$ cat src/rtl/uart_pkg.sv
// uart_pkg: shared definitions for the UART transmit arbiter.
//   UART_DATA_W : width of one UART character.
//   state_t     : controller states (3-bit encoding).
package uart_pkg;

  localparam int UART_DATA_W = 8;

  typedef enum logic [2:0] {
    S_IDLE  = 3'd0,  // unlocked, looking for a new owner
    S_HOLD  = 3'd1,  // locked, waiting for the owner's next byte
    S_ISSUE = 3'd2,  // start strobe to the UART
    S_ACK   = 3'd3,  // waiting for the UART to raise busy
    S_DRAIN = 3'd4   // waiting for the UART to finish the byte
  } state_t;

endpackage

$ cat src/rtl/uart_rr_pick.sv
// uart_rr_pick: combinational round-robin picker.
// Returns the first set bit of req at or above ptr, wrapping to bit 0
// when nothing at or above ptr is set.
// Ports:
//   req  : request vector (one bit per requester)
//   ptr  : index with highest priority this cycle
//   pick : one-hot winner (all zero when req is zero)
//   any  : at least one request is present
module uart_rr_pick #(
  parameter int NUM_REQ = 4,
  parameter int PTR_W   = $clog2(NUM_REQ)
) (
  input  logic [NUM_REQ-1:0] req,
  input  logic [PTR_W-1:0]   ptr,
  output logic [NUM_REQ-1:0] pick,
  output logic               any
);

  logic [NUM_REQ-1:0] at_or_above;
  logic [NUM_REQ-1:0] upper;

  genvar gi;
  generate
    for (gi = 0; gi < NUM_REQ; gi++) begin : g_mask
      assign at_or_above[gi] = (PTR_W'(gi) >= ptr);
    end
  endgenerate

  assign upper = req & at_or_above;

  // x & -x isolates the lowest set bit. Requests at or above the pointer
  // win; otherwise the search wraps and the lowest request overall wins.
  assign pick = (|upper) ? (upper & (-upper)) : (req & (-req));
  assign any  = |req;

endmodule

$ cat src/rtl/uart_tx_arbiter.sv
// uart_tx_arbiter: shares one 8-bit UART transmitter between NUM_REQ
// byte-stream requesters. Round-robin arbitration, grant locked for a
// whole message (ended by req_last), one byte at a time through the
// UART enable/busy handshake.
// Ports:
//   clk, reset   : clock, asynchronous active-high reset
//   req_valid[i] : requester i offers a byte
//   req_data     : byte of requester i at [8i+7:8i]
//   req_last[i]  : the offered byte ends requester i's message
//   req_ready[i] : byte of requester i accepted this cycle (with valid)
//   grant        : one-hot lock owner, zero when unlocked
//   uart_enablen : active-low one-cycle start strobe to the UART
//   uart_data    : registered byte presented to the UART
//   uart_busy    : UART busy flag
module uart_tx_arbiter
  import uart_pkg::*;
#(
  parameter int NUM_REQ      = 4,
  parameter int LOCK_TIMEOUT = 1023
) (
  input  logic                         clk,
  input  logic                         reset,
  input  logic [NUM_REQ-1:0]           req_valid,
  input  logic [UART_DATA_W*NUM_REQ-1:0] req_data,
  input  logic [NUM_REQ-1:0]           req_last,
  output logic [NUM_REQ-1:0]           req_ready,
  output logic [NUM_REQ-1:0]           grant,
  output logic                         uart_enablen,
  output logic [UART_DATA_W-1:0]       uart_data,
  input  logic                         uart_busy
);

  localparam int PTR_W = $clog2(NUM_REQ);
  localparam int CNT_W = (LOCK_TIMEOUT > 0) ? $clog2(LOCK_TIMEOUT + 1) : 1;
  localparam logic [CNT_W-1:0] CNT_MAX = '1;
  // The lock is dropped in the cycle whose increment would bring the
  // counter to LOCK_TIMEOUT, so the owner gets exactly LOCK_TIMEOUT
  // idle cycles in S_HOLD.
  localparam logic [CNT_W-1:0] CNT_LAST =
    (LOCK_TIMEOUT > 0) ? CNT_W'(LOCK_TIMEOUT - 1) : '0;

  state_t                 state_reg, state_next;
  logic [NUM_REQ-1:0]     grant_reg, grant_next;
  logic [PTR_W-1:0]       owner_reg, owner_next;
  logic [PTR_W-1:0]       ptr_reg, ptr_next;
  logic [CNT_W-1:0]       cnt_reg, cnt_next;
  logic [UART_DATA_W-1:0] data_reg, data_next;
  logic                   last_reg, last_next;

  logic [NUM_REQ-1:0]     pick;
  logic                   pick_any;
  logic [PTR_W-1:0]       pick_idx;
  logic [PTR_W-1:0]       sel_idx;
  logic [PTR_W-1:0]       owner_inc;
  logic                   owner_valid;
  logic [UART_DATA_W-1:0] data_arr [NUM_REQ];

  uart_rr_pick #(
    .NUM_REQ (NUM_REQ),
    .PTR_W   (PTR_W)
  ) u_pick (
    .req  (req_valid),
    .ptr  (ptr_reg),
    .pick (pick),
    .any  (pick_any)
  );

  genvar gi;
  generate
    for (gi = 0; gi < NUM_REQ; gi++) begin : g_slice
      assign data_arr[gi] = req_data[UART_DATA_W*gi +: UART_DATA_W];
    end
  endgenerate

  always_comb begin
    pick_idx = '0;
    for (int i = 0; i < NUM_REQ; i++) begin
      if (pick[i]) pick_idx = PTR_W'(i);
    end
  end

  // In S_IDLE the byte comes from the picked requester, otherwise from
  // the lock owner.
  assign sel_idx     = (state_reg == S_IDLE) ? pick_idx : owner_reg;
  assign owner_inc   = (owner_reg == PTR_W'(NUM_REQ - 1)) ? '0
                                                          : owner_reg + PTR_W'(1);
  assign owner_valid = |(req_valid & grant_reg);

  always_ff @(posedge clk or posedge reset) begin
    if (reset) begin
      state_reg <= S_IDLE;
      grant_reg <= '0;
      owner_reg <= '0;
      ptr_reg   <= '0;
      cnt_reg   <= '0;
      data_reg  <= '0;
      last_reg  <= 1'b0;
    end else begin
      state_reg <= state_next;
      grant_reg <= grant_next;
      owner_reg <= owner_next;
      ptr_reg   <= ptr_next;
      cnt_reg   <= cnt_next;
      data_reg  <= data_next;
      last_reg  <= last_next;
    end
  end

  always_comb begin
    state_next   = state_reg;
    grant_next   = grant_reg;
    owner_next   = owner_reg;
    ptr_next     = ptr_reg;
    cnt_next     = cnt_reg;
    data_next    = data_reg;
    last_next    = last_reg;
    req_ready    = '0;
    uart_enablen = 1'b1;

    case (state_reg)
      S_IDLE: begin
        // pick only contains valid requesters, so ready implies accept.
        if (pick_any && !uart_busy) begin
          req_ready  = pick;
          data_next  = data_arr[sel_idx];
          last_next  = req_last[sel_idx];
          grant_next = pick;
          owner_next = pick_idx;
          cnt_next   = '0;
          state_next = S_ISSUE;
        end
      end

      S_HOLD: begin
        if (!uart_busy) req_ready = grant_reg;
        if (owner_valid && !uart_busy) begin
          // An accept beats a timeout expiring in the same cycle.
          data_next  = data_arr[sel_idx];
          last_next  = req_last[sel_idx];
          cnt_next   = '0;
          state_next = S_ISSUE;
        end else if (!owner_valid) begin
          if (LOCK_TIMEOUT != 0 && cnt_reg == CNT_LAST) begin
            grant_next = '0;
            ptr_next   = owner_inc;
            cnt_next   = '0;
            state_next = S_IDLE;
          end else if (cnt_reg != CNT_MAX) begin
            cnt_next = cnt_reg + CNT_W'(1);
          end
        end
      end

      S_ISSUE: begin
        uart_enablen = 1'b0;
        state_next   = S_ACK;
      end

      S_ACK: begin
        if (uart_busy) state_next = S_DRAIN;
      end

      S_DRAIN: begin
        if (!uart_busy) begin
          if (last_reg) begin
            grant_next = '0;
            ptr_next   = owner_inc;
            state_next = S_IDLE;
          end else begin
            state_next = S_HOLD;
          end
        end
      end

      default: begin
        grant_next = '0;
        state_next = S_IDLE;
      end
    endcase
  end

  assign grant     = grant_reg;
  assign uart_data = data_reg;

endmodule

$ cat config.mk
export PLATFORM = sky130hd
export DESIGN_NAME = uart_tx_arbiter
export DESIGN_NICKNAME = d
export VERILOG_FILES = /design/src/rtl/uart_pkg.sv /design/src/rtl/uart_rr_pick.sv /design/src/rtl/uart_tx_arbiter.sv
export SDC_FILE = /design/constraint.sdc
export NUM_CORES = 1
export LEC_CHECK = 0
export ABC_AREA = 1
export ABC_CLOCK_PERIOD_IN_PS = 4100
export CAP_MARGIN = 40
export CORE_MARGIN = 2
export CORE_UTILIZATION = 35
export CTS_CLUSTER_DIAMETER = 50
export DETAILED_ROUTE_END_ITERATION = 8
export GPL_TIMING_DRIVEN = 1
export PLACE_DENSITY = 0.65
export SYNTH_ARGS = -nofsm -noshare
export SYNTH_HDL_FRONTEND = slang
export SYNTH_SLANG_ARGS = --single-unit
$ cat constraint.sdc
create_clock -name clk -period 4.1 [get_ports clk]
set_input_delay 0.615 -clock clk [delete_from_list [all_inputs] [get_ports clk]]
set_output_delay 0.615 -clock clk [all_outputs]
set_load 0.01 [all_outputs]
### After elaboration in Yosys (flattened, before gate mapping)

Cells that the tools add are included.

* bits in registers: 30
* input bits: 43

* add/sub/neg operators: 4
* order comparisons: 6
* equal/unequal tests: 18
* muxes and demuxes: 48
* bitwise gates (word level): 6
* reductions and logical operators: 16

Operators by type and width (count)
* 10-bit two-way mux: 5
* 4-bit two-way mux: 9
* 8-bit two-way mux: 4
* 10-bit one-hot mux with 2 select lines: 1
* 2-bit two-way mux: 9
* 3-bit two-way mux: 6
* 4-bit AND: 4
* 8-bit binary-select mux with 2-bit select: 1
* 4-bit one-hot mux with 4 select lines: 1
* 8-bit one-hot mux with 2 select lines: 1
* 3-bit one-hot mux with 5 select lines: 1
* 2-bit inequality test, second input constant: 7
* 4-bit OR reduction: 3
* 10-bit by 1-bit adder with 10-bit output, second input constant: 1
* 10-bit equality test, second input constant: 1
* 10-bit inequality test, second input constant: 1
* 4-bit negation: 2
* 4-bit one-hot mux with 2 select lines: 1
* 7-bit AND reduction: 1
* 3-bit by 2-bit equality test with 1-bit output, second input constant: 2
* 1-bit two-way mux: 6
* 3-bit inequality test, second input constant: 2
* 6-bit AND reduction: 1
* 5-bit AND reduction: 1
* other kinds (23): 27

### Logic depth before layout (Yosys ltp)

Gate-level depths: netlist of the first run.

* depth in word-level cells: 15
* gate-level depth with buffers: 13

### By module

From an unflattened synthesis of the first run, not the netlist that was laid out.

* cells, all modules: 381
* area total of the unflattened synthesis: 2349.8 µm²

By module, submodules not included
* uart_tx_arbiter: times used 1, cells each 356, area an instance 2235.9 µm², sequential area each 750.7 µm²
* uart_rr_pick: times used 1, cells each 25, area an instance 113.9 µm², sequential area each 0.0 µm²

### Worst setup path before layout of the first run

No wires, ideal clock.

* path kind: input -> output
* start point: in req_valid[1]
* end point: out req_ready[3]
* data arrival time: 1.356 ns
* slack: 2.129 ns
* stages: 6
* buffers on the path: 0
* cells stage by stage: inv_1 nand4_1 nand2_1 nor2_1 nand2_1 o21ai_0

* longest elaborated chain between the ends: 6
* elaborated cells between the ends (all ways): 11
* those cells by class: add/sub (2); mux (3); bitwise (3); reduce/logical (3)

Ends and longest elaborated chain
* start: declaration: RTL line uart_tx_arbiter.sv:23 `input logic [NUM_REQ-1:0] req_valid,`
* 4-bit AND: RTL line uart_rr_pick.sv:29 `assign upper = req & at_or_above;`
* 4-bit negation: RTL line uart_rr_pick.sv:33 `assign pick = (|upper) ? (upper & (-upper)) : (req & (-req));`
* 4-bit AND: RTL line uart_rr_pick.sv:33
* 4-bit two-way mux: RTL line uart_rr_pick.sv:33
* 4-bit two-way mux *: RTL line uart_tx_arbiter.sv:123 `if (pick_any && !uart_busy) begin`
* 4-bit one-hot mux with 2 select lines *: RTL line uart_tx_arbiter.sv:120 `case (state_reg)`
* end: declaration: RTL line uart_tx_arbiter.sv:26 `output logic [NUM_REQ-1:0] req_ready,`

Mark *: on every way between the ends. The rest lies on a longest branch, timed or not.

### Worst setup path after layout of the first run

Ends and elaborated chain as after synthesis.

==> impl_results.md, run 1 <==
* Max Cap Violations at 0
* Hold_buf cts at 0
* ANT cells at 0
* Status: finished, final reports clean
* Post-DP HPWL at 4394 um
* Vias per Instance at 4.753
* CTS clock-pin slew for the worst setup and hold paths at around 0.07 ns
* CP peak stage delay at around 0.55 ns
* Die height at around 87 um
* Worst-path cell chain: clkdlybuf4s50_1, inv_1, nand4_1, nand2_1, nor2_1, nand2_1, o21ai_0, clkdlybuf4s50_1
* Pre-CTS setup slack at 0.8904 ns
* Max frequency at between 300 and 400 MHz
* Placed cell count at 494
* Post-route DRC at 0
* Die area at ~7500 sq um
* Latest clock arrival within the worst-skew pair at 0.28 ns
* Min Hold Slack at a little under 0.5 ns
* Largest register FFs at 10
* Most frequent cell after synthesis: nand2_1
* Worst EP arrival at 2.62 ns
* Chip Width at 86.59 um
* Worst-margin pin slew at roughly 0.61 ns
* DR pass1 iterations at 4
* Crit Path Max Fanout at 7
* Final count of hold timing violations at 0
* Top Ports at 60
* Family with the most delay on the worst path: buffers and inverters
* Hold path startpoint: uart_data[1]
* Final period util at 79.02%
* # clock sinks at 30
* Pin count of the biggest net entering global routing at 31
* Post-DRT Antenna Nets at 0
* DR WL/cell at about 11 um
* CP Capture Type: output pin
* Initial core utilization at a little over a third
* CORE AREA at 6681 sq um
* Final #Nets at around 470
* Drt total wl at roughly 5700 um
* EDFF count, synth at 0
* Top-area cell type share of the netlist area at a little under a third
* GRT Util Overall at 16.75%
* R2R Setup Slk at 2.32 ns
* RSZ-0062 raised after global routing: false
* Critical path type: in -> out
* Synth area leaders: dfrtp_1, nand2_1, nand3_1, inv_1, nor2_1
* Mapped Area at 2387 sq um
* Post-synth top area cell: dfrtp_1
* Mapped Avg Cell Area at 6.650 sq um
* Clk buf depth at 2
* Post-synth top cells: nand2_1, nand3_1, inv_1, dfrtp_1, nor2_1
* Congestion Overflow GR at 0
* Antenna violations before repair at 0
* Synth warn at 0
* Seq/Total Area, Yosys at 31.45%
* CP max stage cell: clkdlybuf4s50_1
* Vias in the first global route at 2226
* Mapped Nets at just over 400
* Layout cells sized above 1 at 10.19%
* PwrDens at 630.0 nW/um^2
* Cts bufs inserted at 5
* Asr flop ratio synth at 100.0%
* Setup TNS at 0 ns
* Placed Instance Area at just over 3000 sq um
* Layout area overhead at 32.13%
* Drt initial violations at 116
* Slew headroom at around three fifths
* RePlAce Congestion at about 0.85
* Cts repair resizes at 0
* IO buf count at 59
* Synth Flop Type: dfrtp_1
* Post-CTS Setup Inserts at 0
* Clk_skew at 0.008446 ns
* DR vias at 2386
* # H-tree levels at 2
* Total Power at 1.987 mW
* Leak at around 1.6 nW
* Setup ws final at 0.8600 ns
* Root Buffer: clkbuf_8
* Utilization after layout at 47.21%
* Seq cells post-synth at 30
* Buf/Inv on CP at 3
* FF-to-FF Start: state_reg[0]
* Num rows at 30
* Fin. max-slew vios at 0
* VDD IR-drop max at 215.9 uV
* First-pass GRT wire length at about 10000 um
* Req. time, crit path at 3.48 ns
* CTS tree: yes
* # setup viols final at 0
* Fin crit period at 3.240 ns
* Distinct cells, synth at 34
* Fillers at 691
* Post-route insts no fill at 502
* Post-Synthesis Cells at between 300 and 400
* Final Cell Area at 3154 sq um
* Critical path origin: req_valid[1]
* Class of the worst hold path: reg -> reg
* Startpoint types: input port
layer usage:
layer / vias to the layer above / track usage, % / wire length, um
li1: 1262 / - / -
met1: 1053 / 22.45 / 2635
met2: 60 / 26.92 / 2619
met3: 11 / 3.714 / 304
met4: 0 / 5.398 / 90
met5: - / 0 / 0
worst min-delay path, cell delays in order, from the launching register on:
cell and delay [ns]:
dfrtp_1 0.35, nand2_1 0.05, nand2_1 0.05
cell usage in the layout, fill, tap and decap left out, drive strengths merged:
| cell type | synthesis | layout |
|---|---|---|
| a21oi | 4 | 4 |
| buf | 5 | 1 |
| bufinv | 0 | 1 |
| clkbuf | 0 | 5 |
| clkdlybuf4s50 | 0 | 59 |
| clkinv | 1 | 3 |
| dfrtp | 30 | 30 |
| ha | 3 | 3 |
| inv | 67 | 67 |
| nand2 | 109 | 109 |
| nand3 | 67 | 67 |
| nand3b | 1 | 1 |
| nand4 | 3 | 3 |
| nor2 | 30 | 30 |
| nor3 | 5 | 5 |
| nor4 | 5 | 5 |
| o21ai | 19 | 19 |
| o21bai | 1 | 1 |
| o22ai | 2 | 2 |
| o31ai | 1 | 1 |
| or2 | 1 | 1 |
| xnor2 | 2 | 2 |
| xor2 | 3 | 3 |
logic make-up (layout without fill, tap and decap cells):
family                     Yosys count  count (layout)  share of synthesized area (%)
and+or+nand+nor                    221             221                          45.70
buffers and inverters               73             136                          12.58
DFF                                 30              30                          31.45
xor gates and xnor gates             5               5                          1.835
adders and majority gates            3               3                          1.572
AOI/OAI and AO/OA                   27              27                          6.866
power by group:
part           internal (mW)  switching (mW)
Sequential             0.397          0.0741
Combinational          0.464           0.763
Clock                  0.179           0.110
final timing paths:
path / end / cells after the start
min in group asynchronous: cnt_reg[4] / 3
worst max register to register: last_reg / 8
worst max-delay path: req_ready[3] / 8
max in group asynchronous: state_reg[1] / 3
worst min-delay path: uart_data[1] / 2
worst min register to register: uart_data[1] / 2
area by class of cell:
| type | instances | area, sq um | share of cell area [%] |
|---|---|---|---|
| flip-flops and latches | 30 | 750.7 | 23.80 |
| well taps | 80 | 100.1 | 3.173 |
| multi-input cells | 256 | 1336 | 42.36 |
| inverters | 68 | 260.3 | 8.251 |
| clock inverters | 3 | 40.04 | 1.269 |
| repair buffers | 60 | 598.1 | 18.96 |
| clock buffers | 5 | 68.82 | 2.182 |
No activity file was read; power rests on OpenSTA's default activity.
==> inputs of run 2 (changes only) <==
Settings changed: ABC_CLOCK_PERIOD_IN_PS 4100 to 2660, PLACE_DENSITY 0.65 to 0.68.
Clock period 4.1 ns to 2.66 ns, I/O delays scaled along.
==> run 2 against run 1 <==
  * Sequential cell count is the same
  * Clock skew grew 0.0011 ns
  * Combinational power grew 59%
  * First-iteration DRC count grew 12%
  * Via count grew 2.5%
  * Core utilization grew 0.49 points
  * Register-to-register slack lost 1.6 ns
  * Critical endpoint unchanged
  * Largest power group unchanged
==> impl_results.md, run 2 (synthesis gave the netlist of run 1 again) <==
* Status: finished, final reports clean
* # setup viols final at 0
* Layout area overhead at 33.49%
* Utilization after layout at 47.70%
* CP Capture Type: output pin
* RSZ-0062 raised after global routing: false
* Setup ws final at about 0.07 ns
* DR WL/cell at 11.47 um
* ANT cells at 0
* Worst R2R End: uart_data[2]
* DR vias at 2446
* Root Buffer: clkbuf_8
* CP peak stage delay at 0.56 ns
* CTS tree: yes
* Leading cell type in the layout, fill and taps excluded: nand2_1
* Worst EP arrival at between 2 and 2.5 ns
* Buf/Inv on CP at 3
* Layout cells sized above 1 at 11.50%
* Post-route DRC at 0
* Leak at 1.651 nW
* FF-to-FF Start: ptr_reg[1]
* Clk_skew at roughly 0.0095 ns
* Setup TNS at 0 ns
* Crit Path Max Fanout at 5
* Cts repair resizes at 1
* Fin crit period at 2.589 ns
* Chip Width at 86.59 um
* R2R Setup Slk at 0.74 ns
* Reg2Reg Depth at 10
* Die area at 7498 sq um
* Startpoint types: input port
* GRT Util Overall at between 15 and 20%
* Vias per Instance at roughly 4.8
* Congestion Overflow GR at 0
* PwrDens at about 960 nW/um^2
* Class of the worst hold path: in -> async
* Max frequency at 386.2 MHz
* Family with the most delay on the worst path: buffers and inverters
* RePlAce Congestion at 0.9335
* Drt total wl at 5806 um
* # clock sinks at 30
* Final count of hold timing violations at 0
* Die height at 86.59 um
* Drt initial violations at 130
* Hold_buf cts at 0
* Initial core utilization at a little over a third
* Post-DP HPWL at 4518 um
* Critical path origin: req_valid[1]
* IO buf count at 59
* Clk buf depth at 2
* VDD IR-drop max at around 340 uV
* CTS clock-pin slew for the worst setup and hold paths at roughly 0.07 ns
* Pre-CTS setup slack at -0.03011 ns
* DR pass1 iterations at 4
* Most frequent cells in the layout: nand2_1, nand3_1, inv_1
* Latest clock arrival within the worst-skew pair at 0.28 ns
* Pin count of the biggest net entering global routing at 31
* First-pass GRT wire length at about 10000 um
* Post-CTS Setup Inserts at 0
* Max Cap Violations at 0
* Req. time, crit path at around 2.3 ns
* Critical path type: in -> out
* Cts bufs inserted at 5
* Num rows at 30
* Fin. max-slew vios at 0
* CP max stage cell: clkdlybuf4s50_1
* Worst-path cell chain: clkdlybuf4s50_1, inv_1, nand4_1, nand2_1, nor2_4, nand2_1, o21ai_0, clkdlybuf4s50_1
* Final period util at 97.35%
* Final #Nets at 471
* Crit path depth at 8
* Largest register FFs at 10
* Worst-margin pin slew at ~0.57 ns
* Top Ports at 60
* Antenna violations before repair at 0
* # H-tree levels at 2
* CORE AREA at 6681 sq um
* Slew headroom at between 60% and 70%
* Vias in the first global route at 2269
* Critical path endpoint: req_ready[3]
* Post-DRT Antenna Nets at 0
[run 2: cell types whose count changed in the layout (fill, tap and decap cells not counted), sizes merged]
cell and change:
buf +4, bufinv -1, clkbuf +1, clkdlybuf4s50 -2
clkinv -1, clkinvlp +1, dlymetal6s2s +2
[run 2: routing by layer]
metal	global-route usage [%]	routed length (um)	share of wire (%)
met4	8.381	181	3.1
met1	20.84	2680	46
met2	26.36	2622	45
met3	3.810	322	5.5
met5	0	0	0
[run 2: how the worst min path moves through the flow]
stage / startpoint / endpoint / slack, ns
after global routing: uart_data[5] / uart_data[5] / 0.52
after CTS: reset / cnt_reg[6] / 0.49
after detailed placement: uart_data[4] / uart_data[4] / 0.47
final: reset / cnt_reg[6] / 0.48
after floorplan: state_reg[0] / state_reg[0] / 0.46
after global placement: uart_data[3] / uart_data[3] / 0.46
[run 2: per-stage QoR]
| step | std cells | total power, mW | hold slack [ns] | cell area, sq um |
|---|---|---|---|---|
| 5_1_grt | 506 | 3.359 | 0.5192 | 3187 |
| 3_5_place_dp | 498 | 2.666 | 0.4704 | 3075 |
| 2_1_floorplan | 359 | 2.090 | 0.4645 | 2387 |
| 3_3_place_gp | 498 | 2.661 | 0.4622 | 3075 |
| 6_report | 506 | 3.064 | 0.4757 | 3187 |
| 4_1_cts | 506 | 3.070 | 0.4895 | 3173 |
[run 2: report_power, final]
group / internal [mW] / switching [mW]
combinational: 0.742 / 1.22
sequential: 0.612 / 0.107
clock: 0.208 / 0.179
total: 1.56 / 1.50
[run 2: cell type report]
cell class,instances,area [sq um]
fill,685,3495
multi-input combinational,256,1348
sequential,30,750.7
inverter,68,260.3
timing repair buffer,64,633.1
clock buffer,6,82.58
clock inverter,2,12.51
tap,80,100.1
[run 2: worst reg2reg max path, delay by kind of cell, from the launching register on]
family,cells,cell delay [ns]
AOI/OAI and AO/OA,2,0.42
buffers and inverters,1,0.15
DFF,1,0.40
and+or+nand+nor,7,0.91
==> inputs of run 3 (changes only) <==
Settings changed: CAP_MARGIN 40 to unset, GPL_TIMING_DRIVEN 1 to 0.
==> run 3 against run 2 <==
  * Wire length shrank 2.5%
  * Critical endpoint is now req_ready[2]
  * Core utilization grew 0.37 points
  * Highest routed layer unchanged
  * The flow now finishes with violations (setup timing)
  * Largest power group unchanged
  * Critical path type unchanged
  * Via count shrank 0.82%
==> impl_results.md, run 3 (synthesis gave the netlist of run 1 again) <==
* Worst EP arrival at roughly 2.3 ns
* ANT cells at 0
* Crit Path Max Fanout at 6
* Family with the most delay on the worst path: buffers and inverters
* Slew headroom at ~25%
* FF-to-FF Start: ptr_reg[1]
* Status: complete, but fails checks
* Top Ports at 60
* Total Power at 3.118 mW
* Buf/Inv on CP at 2
* Worst R2R End: uart_data[1]
* IO buf count at 59
* DR WL/cell at 11.13 um
* Post-DP HPWL at 4507 um
* # H-tree levels at 2
* Vias per Instance at 4.766
* First-pass GRT wire length at 9749 um
* PwrDens at 970.9 nW/um^2
* Congestion Overflow GR at 0
* Num rows at 30
* Final #Nets at 474
* Fin crit period at 2.667 ns
* # clock sinks at 30
* Post-DRT Antenna Nets at 0
* Drt total wl at 5663 um
* Cts bufs inserted at 5
* CP peak stage delay at 0.57 ns
* Worst-margin pin slew at 1.120 ns
* Hold_buf cts at 0
* Latest clock arrival within the worst-skew pair at 0.29 ns
* DR vias at 2426
* CTS clock-pin slew for the worst setup and hold paths at 0.07 ns
* Root Buffer: clkbuf_8
* Req. time, crit path at 2.26 ns
* Fillers at 661
* RePlAce Congestion at 0.9297
* Leak at 1.675 nW
* Clk buf depth at 2
* Pin count of the biggest net entering global routing at 31
* GRT Util Overall at 15.99%
* Leading cell type in the layout, fill and taps excluded: nand2_1
* Max Cap Violations at 0
* Hold Path End: uart_data[4]
* CORE AREA at about 6700 sq um
* Initial core utilization at 35.73%
* Hold Path Depth at 2
* Worst-path cell chain: clkdlybuf4s50_1, nand2_1, nand2_1, o21ai_1, nand2_1, o21ai_0, clkdlybuf4s50_1
* Post-route DRC at 0
* Critical path type: in -> out
* CP Capture Type: output pin
* Hold path startpoint: uart_data[4]
* Fin. max-slew vios at 0
* Drt initial violations at about 120
* Die height at 86.59 um
* # setup viols final at 1
* RSZ-0062 raised after global routing: true
* Post-route insts no fill at around 500
* Setup ws final at -0.007394 ns
* Vias in the first global route at 2236
* DR pass1 iterations at 4
* Clk_skew at between 0.009 and 0.01 ns
* Chip Width at slightly below 90 um
* Layout area overhead at 34.54%
* Placed cell count at 498
* Final count of hold timing violations at 0
* Max frequency at 374.9 MHz
* CTS tree: yes
* Antenna violations before repair at 0
* Startpoint types: input port
* VDD IR-drop max at approximately 420 uV
* Most frequent cells in the layout: nand2_1, nand3_1, inv_1
* Reg2Reg Depth at 9
* Die area at 7498 sq um
* Final period util at 100.3%
* CP max stage cell: clkdlybuf4s50_1
* Layout cells sized above 1 at 12.12%
* Setup TNS at -0.007394 ns
* R2R Setup Slk at 0.79 ns
* Class of the worst hold path: reg -> reg
* CP most frequent cell: nand2_1
* Largest register FFs at 10
* Violated checks: setup timing
-- run 3: cell types whose count changed in the layout (fill, tap and decap cells not counted), sizes merged --
cell | previous run | this run
buf | 5 | 8
-- run 3: report_power, final --
group	internal (mW)	total (mW)	leakage (nW)	switching, mW
combinational	0.787	2.00	1.23	1.22
clock	0.208	0.394	0.0472	0.186
sequential	0.612	0.722	0.393	0.110
-- run 3: how the worst max path moves through the flow --
stage / start / endpoint / slack, ns / cells past startpoint
floorplan: state_reg[2] / req_ready[3] / 1.04 / 5
global placement: req_valid[1] / req_ready[3] / -0.18 / 8
detailed placement: req_valid[1] / req_ready[3] / -0.18 / 8
CTS: req_valid[0] / req_ready[2] / 0.0005 / 7
global route: req_valid[0] / req_ready[2] / -0.12 / 7
finish: req_valid[0] / req_ready[2] / -0.007 / 7
-- run 3: final cells by class --
cell class | count | area, sq um | area share (%)
Buffer | 5 | 40.04 | 1.247
Timing Repair Buffer | 62 | 618.1 | 19.24
Multi-Input combinational cell | 256 | 1348 | 41.96
Inverter | 68 | 260.3 | 8.103
Sequential cell | 30 | 750.7 | 23.37
Clock buffer | 6 | 82.58 | 2.571
Clock inverter | 2 | 12.51 | 0.3896
Tap cell | 80 | 100.1 | 3.116
-- run 3: layer usage --
metal	GRT usage [%]	part of all wire, %	up-vias
li1	-	-	1279
met1	19.73	46	1068
met2	26.78	47	68
met3	3.714	5.3	11
met4	6.676	2.2	0
met5	0	0	-
-- run 3: worst min-delay path: cells and delay by family (launching register included) --
| family | cells | cell delay (ns) |
|---|---|---|
| simple gates | 2 | 0.11 |
| flops | 1 | 0.34 |
-- run 3: repair_timing --
item	CTS	global route
endpoints found under the setup margin	4	4
gates resized for setup	2	3
buffers inserted	0	3
-- run 3: through the flow --
stage                     area (sq um)  utilization [%]  hold slack, ns  setup WS (ns)
after floorplan                   2387                -          0.4645          1.036
after global placement            3078            46.07          0.4657        -0.1762
after detailed placement          3078            46.07          0.4707        -0.1828
after CTS                         3181            47.60          0.4878      0.0004716
after global routing              3212            48.07          0.5164        -0.1172
final                             3212            48.07          0.4846      -0.007394
